===== src/rtl/uart_frame_ctrl.sv =====
// Frame sequencer for the UART receive stream: SYNC, CMD, LEN, payload, CSUM.
// Payload bytes are staged as they arrive; the command is offered only after the checksum passes.
module uart_frame_ctrl #(
   parameter logic [7:0] SYNC_BYTE      = 8'hA5,
   parameter int         MAX_LEN        = 16,
   parameter int         TIMEOUT_CYCLES = 100000
) (
   input  logic       clk,
   input  logic       rst,
   input  logic       rx_valid,
   input  logic [7:0] rx_data,
   input  logic       rx_break,
   output logic       wr_en,
   output logic [3:0] wr_addr,
   output logic [7:0] wr_data,
   output logic       cmd_valid,
   input  logic       cmd_ready,
   output logic [7:0] cmd_op,
   output logic [4:0] cmd_len,
   output logic       busy,
   output logic       err_csum,
   output logic       err_len,
   output logic       err_timeout,
   output logic       err_overrun,
   output logic [7:0] frame_cnt
);

   localparam int         TW        = $clog2(TIMEOUT_CYCLES + 1);
   localparam logic [7:0] MAX_LEN_B = 8'(MAX_LEN);

   typedef enum logic [2:0] {
      S_IDLE, S_CMD, S_LEN, S_PAYLOAD, S_CSUM, S_ISSUE
   } state_t;

   state_t          state;
   logic [7:0]      sum;
   logic [7:0]      op_q;
   logic [4:0]      len_q;
   logic [3:0]      idx;
   logic [TW-1:0]   tcnt;
   logic [7:0]      sum_next;
   logic            tmo_hit;

   assign sum_next = sum + rx_data;
   // Fire on the edge where the counter would reach TIMEOUT_CYCLES-1.
   assign tmo_hit  = (tcnt == TW'(TIMEOUT_CYCLES - 2));

   always_ff @(posedge clk or posedge rst) begin
      if (rst) begin
         state       <= S_IDLE;
         sum         <= '0;
         op_q        <= '0;
         len_q       <= '0;
         idx         <= '0;
         tcnt        <= '0;
         wr_en       <= 1'b0;
         wr_addr     <= '0;
         wr_data     <= '0;
         cmd_valid   <= 1'b0;
         cmd_op      <= '0;
         cmd_len     <= '0;
         busy        <= 1'b0;
         err_csum    <= 1'b0;
         err_len     <= 1'b0;
         err_timeout <= 1'b0;
         err_overrun <= 1'b0;
         frame_cnt   <= '0;
      end else begin
         wr_en       <= 1'b0;
         err_csum    <= 1'b0;
         err_len     <= 1'b0;
         err_timeout <= 1'b0;
         err_overrun <= 1'b0;
         case (state)
            S_IDLE: begin
               tcnt <= '0;
               if (rx_valid && rx_data == SYNC_BYTE) begin
                  state <= S_CMD;
                  busy  <= 1'b1;
               end
            end
            S_ISSUE: begin
               tcnt <= '0;
               if (rx_valid) err_overrun <= 1'b1;
               if (cmd_valid && cmd_ready) begin
                  frame_cnt <= frame_cnt + 8'd1;
                  cmd_valid <= 1'b0;
                  state     <= S_IDLE;
                  busy      <= 1'b0;
               end
            end
            default: begin
               // In-frame states: break beats a byte, a byte beats the timeout.
               if (rx_break) begin
                  state <= S_IDLE;
                  busy  <= 1'b0;
                  tcnt  <= '0;
               end else if (rx_valid) begin
                  tcnt <= '0;
                  case (state)
                     S_CMD: begin
                        op_q  <= rx_data;
                        sum   <= rx_data;
                        state <= S_LEN;
                     end
                     S_LEN: begin
                        sum <= sum_next;
                        if (rx_data > MAX_LEN_B) begin
                           err_len <= 1'b1;
                           state   <= S_IDLE;
                           busy    <= 1'b0;
                        end else if (rx_data == 8'd0) begin
                           len_q <= '0;
                           state <= S_CSUM;
                        end else begin
                           len_q <= rx_data[4:0];
                           idx   <= '0;
                           state <= S_PAYLOAD;
                        end
                     end
                     S_PAYLOAD: begin
                        sum     <= sum_next;
                        wr_en   <= 1'b1;
                        wr_addr <= idx;
                        wr_data <= rx_data;
                        idx     <= idx + 4'd1;
                        if ({1'b0, idx} == len_q - 5'd1) state <= S_CSUM;
                     end
                     S_CSUM: begin
                        if (sum_next == 8'd0) begin
                           cmd_valid <= 1'b1;
                           cmd_op    <= op_q;
                           cmd_len   <= len_q;
                           state     <= S_ISSUE;
                        end else begin
                           err_csum <= 1'b1;
                           state    <= S_IDLE;
                           busy     <= 1'b0;
                        end
                     end
                     default: state <= S_IDLE;
                  endcase
               end else if (tmo_hit) begin
                  err_timeout <= 1'b1;
                  state       <= S_IDLE;
                  busy        <= 1'b0;
                  tcnt        <= '0;
               end else begin
                  tcnt <= tcnt + TW'(1);
               end
            end
         endcase
      end
   end

endmodule


===== config.mk =====
export PLATFORM = sky130hd
export DESIGN_NAME = uart_frame_ctrl
export DESIGN_NICKNAME = d
export VERILOG_FILES = /design/src/rtl/uart_frame_ctrl.sv
export SDC_FILE = /design/constraint.sdc
export NUM_CORES = 1
export LEC_CHECK = 0
export CORE_UTILIZATION = 50
export DETAILED_ROUTE_END_ITERATION = 16
export PLACE_DENSITY = 0.84
export RECOVER_POWER = 50
export SLEW_MARGIN = 20
export SYNTH_ARGS = -nofsm -noshare
export SYNTH_HDL_FRONTEND = slang
export SYNTH_SLANG_ARGS = --single-unit

===== constraint.sdc =====
create_clock -name clk -period 2.96 [get_ports clk]
set_input_delay 0.296 -clock clk [delete_from_list [all_inputs] [get_ports clk]]
set_output_delay 0.296 -clock clk [all_outputs]
set_load 0.005 [all_outputs]

# == Yosys cells after proc, flatten, opt, wreduce, memory -nomap -nowiden ==
# Cells that the tools add are included.
# word_totals
register_bits,85
input_bits,13
output_inout_bits,40
wordCells,122
# op_classes
n_addsub,5
magnitude_cmp,1
n_eq_ne,17
muxes,54
bitwise_logic,4
n_reduce_logical,23
# ops
op,n
2-to-1 mux 17 bit,4
2-to-1 mux 1 bit,31
2-to-1 mux 3 bit,9
"inequality test 6 bit, second input constant",3
AND reduction 6 bit,3
"adder 17 x 1 -> 17 bit, second input constant",1
"== test 17 bit, second input constant",1
logical NOT 8 bit,2
case mux 8 bit (2 select lines),1
AND reduction 4 bit,4
case mux 3 bit (4 select lines),1
AND reduction 5 bit,2
nonzero test 2 bit,5
"adder 8 x 1 -> 8 bit, second input constant",1
adder 8 bit,1
"== test 8 bit, second input constant",1
"greater-than comparator 8 x 5 -> 1 bit, second input constant",1
2-to-1 mux 4 bit,2
"inequality test 2 bit, second input constant",4
case mux 4 bit (2 select lines),1
"== test 3 x 2 -> 1 bit, second input constant",2
"== test 3 bit, second input constant",2
"inequality test 6 x 1 -> 1 bit, second input constant",1
case mux 1 bit (2 select lines),3
13 further kinds,18

# == Depth between registers and ports, before layout ==
# Gate-level depths: netlist of the first run.
# logic_depth
depth_word,7
ltp_mapped,10
mapped_depth_nobuf,8

# == Worst setup path after synthesis of the first run ==
# No wires, ideal clock.
# synth_path
path_type,register to register
startpoint,reg sum[0]
endpoint,reg cmd_len[0]
setup_ns,0.125
arrival_time_ns,2.790
t_required_ns,2.835
setup_slack_ns,0.045
stages_incl_launch_ff,11
path_buffers,2
synth_period_minus_slack_ns,2.915
path_cell_list,dfrtp_1 > ha_1 > fa_1 > a211oi_1 > or4_1 > nand3_1 > or2_1 > or4_4 > buf_6 > buf_12 > mux2_4
# synth_between
elab_chain_len,3
# synth_rtl
item,line_no,source
from (decl),36,logic [7:0] sum;
from (signal assigned),103,sum <= rx_data;
from (signal assigned),107,sum <= sum_next;
from (signal assigned),122,sum <= sum_next;
adder 8 bit,44,assign sum_next = sum + rx_data;
logical NOT 8 bit,130,if (sum_next == 8'd0) begin
AND reduction 5 bit (no source line),-,
to (signal assigned),133,cmd_len <= len_q;
to (decl),19,"output logic [4:0] cmd_len,"
# No other way between the ends.
# A chain may end at the register's enable or synchronous reset.

# == Worst setup path in the final report of the first run ==
# Same ends and word-level chain as after synthesis.

==> flow_metrics.env, run 1 <==
export IMPL_design_power_total_w=0.00369
export IMPL_clkTransAtPathRegs_ns=0.09
export IMPL_largest_net_degree_at_the_start_of_global_routing=86
export IMPL_clk_latency_ns=0.36
export IMPL_status="complete, but fails checks"
export IMPL_p_sw_w=0.00117
export IMPL_drt_pass1_iterations=4
export IMPL_worst_slew_pin_slew_ns=2.06
export IMPL_grt_pass1_wl_mm=15.8
export IMPL_drt_drc_violations_left=0
export IMPL_chipWidth_um=94.2
export IMPL_via_per_inst=5.58
export IMPL_synth_edf_count=0
export IMPL_internal_power_w=0.00252
export IMPL_postSynthRegisterBits=85
export IMPL_global_route_usage_total=0.231
export IMPL_cpPeakStageDelay_ns=0.64
export IMPL_highest_count_cells_in_the_layout_ignoring_fill_and_taps="85 x sky130_fd_sc_hd__dfrtp_1, 53 x sky130_fd_sc_hd__nor2_1, 38 x sky130_fd_sc_hd__buf_4"
export IMPL_portion_of_the_post_synthesis_area_used_by_sequential_elements=0.500
export IMPL_chipHeight_um=94.2
export IMPL_wl_per_cell_um=16.2
export IMPL_timing_setup_critical_path_class="reg2reg"
export IMPL_power_per_cell_area_mw_per_mm2=689
export IMPL_max_freq_mhz=351
export IMPL_async_set_or_reset_register_ratio_after_synthesis=1.00
export IMPL_timing_slew_headroom=-0.371
export IMPL_crit_path_max_fanout=7
export IMPL_clock_sinks=85
export IMPL_cells_after_synth=398
export IMPL_cts_max_level=3
export IMPL_leakage_power_summed_over_all_cells_nw=2.45
export IMPL_fin_tns_setup_ns=0
export IMPL_drtAntennaViolNets=0
export IMPL_synth_nets=424
export IMPL_fraction_of_final_layout_cells_with_drive_strength_greater_than_1=0.196
export IMPL_first_global_vias=3289
export IMPL_core_area_mm2=0.00822
export IMPL_finalHoldViolCount=0
export IMPL_violated_checks="max-capacitance violations, max-slew violations"
export IMPL_synth_lib_cells_used_distinct=51
export IMPL_slowest_stage="sky130_fd_sc_hd__or4_4"
export IMPL_finalClockSkew_ns=0.00931
export IMPL_routed_wirelength_mm=9.71
export IMPL_initial_antenna_violation_count=0
export IMPL_seqPwrFrac=0.417
export IMPL_power_frac_clock=0.235
export IMPL_crit_path_end_kind="register"
export IMPL_antennaDiodeCount=0
export IMPL_num_vias=3342
export IMPL_period_minus_slack_ns=2.85
export IMPL_worst_setup_path_start_kind="register"
export IMPL_worst_min_path_class="reg2reg"
export IMPL_total_cts_buffers=9
export IMPL_port_buffer_count=52
export IMPL_final_period_utilization=0.963
export IMPL_drtIter0Drc=220
export IMPL_synth_main_ff_cell="sky130_fd_sc_hd__dfrtp_1"
export IMPL_timing_final_max_slew_violations=86
export IMPL_clock_tree_buffer_depth=2
export IMPL_synth_cell_area_mm2=0.00425
export IMPL_cts_tree="yes"
export IMPL_irDropWorstVdd_mv=0.378
export IMPL_p_sw_frac=0.316
export IMPL_design_die_area_mm2=0.00887
export IMPL_yosys_warnings=0
export IMPL_critPathRequiredTime_ns=3.20
export IMPL_ctsRootBufferMaster="sky130_fd_sc_hd__clkbuf_8"
export IMPL_initial_utilization=0.517
export IMPL_worstPathArrival_ns=3.09
export IMPL_finalNetCount=517
export IMPL_pwr_share_comb=0.348
export IMPL_synth_avg_cell_area_um2=10.7
export IMPL_rd_place_congestion=0.916
export IMPL_report_final_setup_viol=0
export IMPL_num_io_pins=53
export IMPL_detailed_place_hpwl_mm=6.84
export IMPL_timing_critical_path_cells="ha_2, fa_2, a211oi_2, or4_1, nand3_1, or2_4, or4_4, mux2_4"
export IMPL_gr_total_overflow=0
export IMPL_drv_max_cap_violation_count=1
export IMPL_synthesis_to_finish_area_growth_pct=26.1
export IMPL_final_common_cell="sky130_fd_sc_hd__dfrtp_1"
export IMPL_rows=33
## sequential cells by signal, summed over array words and instances, names as in the netlist, 3 cells and up
name	flops
frame_cnt	8
op_q	8
cmd_len	5
sum	8
idx	4
tcnt	17
state	3
cmd_op	8
len_q	5
wr_addr	4
wr_data	8
## worst max-delay path, delay by kind of cell, from the launching register on
family | cells | cell delay [ns]
DFF | 1 | 0.40
adders and majority gates | 2 | 0.54
AOI/OAI and AO/OA | 1 | 0.29
and+or+nand+nor | 4 | 1.17
muxes | 1 | 0.34
## path summary, 6_finish.rpt
path / cells after the start / end / start / slack (ns)
hold / removal: 1 / frame_cnt[7] / frame_cnt[7] / 0.49
hold reg to reg: 1 / frame_cnt[7] / frame_cnt[7] / 0.49
min in group asynchronous: 3 / frame_cnt[0] / rst / 1.15
max in group asynchronous: 3 / sum[4] / rst / 0.62
setup / recovery: 8 / cmd_len[0] / sum[0] / 0.11
setup reg to reg: 8 / cmd_len[0] / sum[0] / 0.11
## cells by family (layout without fill, tap and decap cells)
family          count (synthesis)  in the layout  synth area share
simple gates                  148            149             0.173
flops                          85             85             0.500
compound gates                 58             58            0.0854
mux                            39             39             0.108
xor+xnor                       33             33            0.0680
buf+inv                        22            117            0.0250
fa+ha+maj                      13             13            0.0400
## stage by stage
stage	cells	instance area (um^2)	util	setup WS [ns]	hold WS, ns
finish	599	5360	0.652	0.110	0.487
global route	599	5360	0.652	-0.00468	0.511
CTS	597	5350	0.651	0.0504	0.371
detailed placement	583	5140	0.626	-0.406	0.479
global placement	583	5140	0.626	-0.350	0.461
floorplan	398	4250	-	0.0447	0.403
## final cells by class
cell class,count,area (um^2)
sequential,85,2130
inverter,11,42.5
timing repair buffer,92,815
fill,633,2860
tap,105,131
clock inverter,4,75.1
multi-input combinational,292,2040
clock buffer,10,128
## routing by layer
layer	vias to the layer above	global-route usage	part of all wire
met5	-	0	0
met4	0	0.0641	0.018
met3	21	0.0558	0.060
met2	106	0.381	0.49
met1	1628	0.302	0.44
li1	1587	-	-
## synth_stat cells (7+ instances only)
library cell | n | area share
sky130_fd_sc_hd__mux2_2 | 28 | 0.074
sky130_fd_sc_hd__dfrtp_1 | 85 | 0.50
sky130_fd_sc_hd__xnor2_1 | 18 | 0.037
sky130_fd_sc_hd__a21oi_1 | 13 | 0.015
sky130_fd_sc_hd__mux2_4 | 7 | 0.025
sky130_fd_sc_hd__nand2_1 | 27 | 0.024
sky130_fd_sc_hd__ha_1 | 12 | 0.035
sky130_fd_sc_hd__inv_1 | 11 | 0.0097
sky130_fd_sc_hd__xor2_1 | 15 | 0.031
sky130_fd_sc_hd__clkbuf_1 | 9 | 0.0079
sky130_fd_sc_hd__nor2_1 | 53 | 0.047
sky130_fd_sc_hd__nor3_1 | 8 | 0.0094
sky130_fd_sc_hd__nand3_1 | 18 | 0.021
sky130_fd_sc_hd__o21ai_0 | 21 | 0.025
## power groups by stage
stage,Clock (W),Sequential (W),Combinational (W)
floorplan,0,0.00149,0.000720
global placement,0,0.00154,0.00118
detailed placement,0,0.00155,0.00123
CTS,0.000885,0.00154,0.00125
global route,0.000930,0.00156,0.00140
finish,0.000869,0.00154,0.00128
## timing repair
item,4_1_cts,5_1_grt
pin swaps,1,3
resized for setup,1,4
gates cloned,0,1
endpoints found under the setup margin,15,15
hold buffers,0,0
setup buffers,0,1
Power figures use the tool's default switching activity.
==> run 2: changes to the inputs <==
Settings changed: CORE_UTILIZATION 50 to 56, CTS_CLUSTER_DIAMETER from default to 200, PLACE_DENSITY 0.84 to 0.88.
Clock period 2.96 ns to 3.12 ns, I/O delays scaled along.
==> flow_metrics.env, run 2 (synthesized netlist as in run 1, its figures left out) <==
export IMPL_global_route_peak_usage_layer="met2"
export IMPL_layout_filler_cells=514
export IMPL_gr_total_overflow=0
export IMPL_largest_register_by_flop_count="tcnt"
export IMPL_grt_setup_unrepaired="false"
export IMPL_post_route_cell_area_mm2=0.00526
export IMPL_fraction_of_met1_tracks_used_by_global_routing=0.337
export IMPL_timing_final_max_slew_violations=45
export IMPL_finalClockSkew_ns=0.0121
export IMPL_power_per_cell_area_mw_per_mm2=652
export IMPL_fraction_of_final_layout_cells_with_drive_strength_greater_than_1=0.174
export IMPL_leakage_power_summed_over_all_cells_nw=2.40
export IMPL_global_route_usage_total=0.263
export IMPL_report_final_setup_viol=0
export IMPL_drtIter0Drc=205
export IMPL_clk_latency_ns=0.36
export IMPL_dpl_instance_area_mm2=0.00505
export IMPL_timing_setup_critical_path_class="in2reg"
export IMPL_finalWorstSetupSlack_ns=0.123
export IMPL_multiInputGateArea_mm2=0.00202
export IMPL_fin_tns_setup_ns=0
export IMPL_clock_sinks=85
export IMPL_seqPwrFrac=0.424
export IMPL_antennaDiodeCount=0
export IMPL_crit_path_end_kind="register"
export IMPL_final_layout_worst_hold_slack_ns=0.492
export IMPL_design_power_total_w=0.00343
export IMPL_cts_hold_buf=0
export IMPL_violated_checks="max-capacitance violations, max-slew violations"
export IMPL_num_io_pins=53
export IMPL_timing_slew_headroom=-0.223
export IMPL_grtUsageMet2=0.439
export IMPL_chipWidth_um=89.1
export IMPL_max_freq_mhz=334
export IMPL_p_sw_frac=0.322
export IMPL_crit_path_max_fanout=14
export IMPL_clkTransAtPathRegs_ns=0.08
export IMPL_final_common_cell="sky130_fd_sc_hd__dfrtp_1"
export IMPL_worst_setup_path_start_kind="primary input"
export IMPL_rows=31
export IMPL_rd_place_congestion=0.888
export IMPL_period_minus_slack_ns=3.00
export IMPL_synthesis_to_finish_area_growth_pct=23.7
export IMPL_core_area_mm2=0.00729
export IMPL_p_sw_w=0.00110
export IMPL_port_buffer_count=52
export IMPL_first_global_vias=3307
export IMPL_highest_count_cells_in_the_layout_ignoring_fill_and_taps="85 x sky130_fd_sc_hd__dfrtp_1, 53 x sky130_fd_sc_hd__nor2_1, 35 x sky130_fd_sc_hd__clkdlybuf4s50_1"
export IMPL_grt_pass1_wl_mm=15.6
export IMPL_number_of_setup_buffers_added_after_cts=0
export IMPL_worst_min_path_class="reg2reg"
export IMPL_internal_power_w=0.00233
export IMPL_pwr_share_comb=0.324
export IMPL_drtAntennaViolNets=0
export IMPL_largest_reg_flops=17
export IMPL_drv_max_cap_violation_count=1
export IMPL_wl_per_cell_um=16.5
export IMPL_clock_tree_buffer_depth=2
export IMPL_design_die_area_mm2=0.00794
export IMPL_routed_wirelength_mm=9.56
export IMPL_groute_layer_met3_usage=0.0526
export IMPL_ctsRootBufferMaster="sky130_fd_sc_hd__clkbuf_8"
export IMPL_cts_tree="yes"
export IMPL_worstPathArrival_ns=3.24
export IMPL_drt_drc_violations_left=0
export IMPL_num_vias=3347
export IMPL_critPathRequiredTime_ns=3.36
export IMPL_initial_utilization=0.583
export IMPL_finalHoldViolCount=0
export IMPL_irDropWorstVdd_mv=0.365
export IMPL_chipHeight_um=89.1
export IMPL_via_per_inst=5.76
export IMPL_power_frac_clock=0.251
export IMPL_register_area_mm2=0.00213
export IMPL_drt_pass1_iterations=4
export IMPL_status="complete, but fails checks"
export IMPL_largest_net_degree_at_the_start_of_global_routing=45
export IMPL_post_cts_resized=0
export IMPL_worst_slew_pin_slew_ns=1.82
export IMPL_pre_cts_slack_ns=-0.260
export IMPL_finalNetCount=503
export IMPL_detailed_place_hpwl_mm=6.84
export IMPL_initial_antenna_violation_count=0
export IMPL_total_cts_buffers=9
export IMPL_final_period_utilization=0.961
export IMPL_cts_max_level=3
## run 2: path summary, 6_finish.rpt
kind / start / to / slack (ns) / cells past startpoint
worst max-delay path: rx_data[1] / cmd_op[2] / 0.12 / 8
worst min-delay path: frame_cnt[6] / frame_cnt[6] / 0.49 / 1
worst max register to register: sum[0] / cmd_op[2] / 0.15 / 8
worst min register to register: frame_cnt[6] / frame_cnt[6] / 0.49 / 1
max in group asynchronous: rst / sum[4] / 0.57 / 3
min in group asynchronous: rst / tcnt[13] / 0.86 / 2
## run 2: power groups by stage
| stage | clock network (W) | logic, W | registers [W] |
|---|---|---|---|
| 6_report | 0.000862 | 0.00111 | 0.00146 |
| 2_1_floorplan | 0 | 0.000683 | 0.00141 |
| 5_1_grt | 0.000916 | 0.00123 | 0.00148 |
| 3_3_place_gp | 0 | 0.00105 | 0.00146 |
| 4_1_cts | 0.000879 | 0.00111 | 0.00145 |
| 3_5_place_dp | 0 | 0.00109 | 0.00146 |
## run 2: final cells by class
cell class / instances / share of cell area
Multi-Input combinational cell: 291 / 0.385
Sequential cell: 85 / 0.405
Inverter: 11 / 0.00809
Timing Repair Buffer: 79 / 0.137
Tap cell: 99 / 0.0236
Clock buffer: 9 / 0.0236
Clock inverter: 7 / 0.0186
## run 2: critical path, cell delays in order
cell and delay, ns:
sky130_fd_sc_hd__dlygate4sd3_1 0.63, sky130_fd_sc_hd__ha_1 0.35, sky130_fd_sc_hd__a211oi_2 0.33, sky130_fd_sc_hd__or4b_2 0.18, sky130_fd_sc_hd__o311ai_1 0.12, sky130_fd_sc_hd__or2_1 0.27
sky130_fd_sc_hd__or4_4 0.69, sky130_fd_sc_hd__mux2_4 0.35
## run 2: metal layers
metal	vias to the layer above	part of all wire
met3	22	0.053
met1	1641	0.42
li1	1565	-
met5	-	0
met4	0	0.023
met2	119	0.50
## run 2: stage by stage
step                instances   util
finish                    581  0.721
global placement          565  0.692
detailed placement        565  0.692
global route              581  0.721
floorplan                 398      -
CTS                       581  0.722
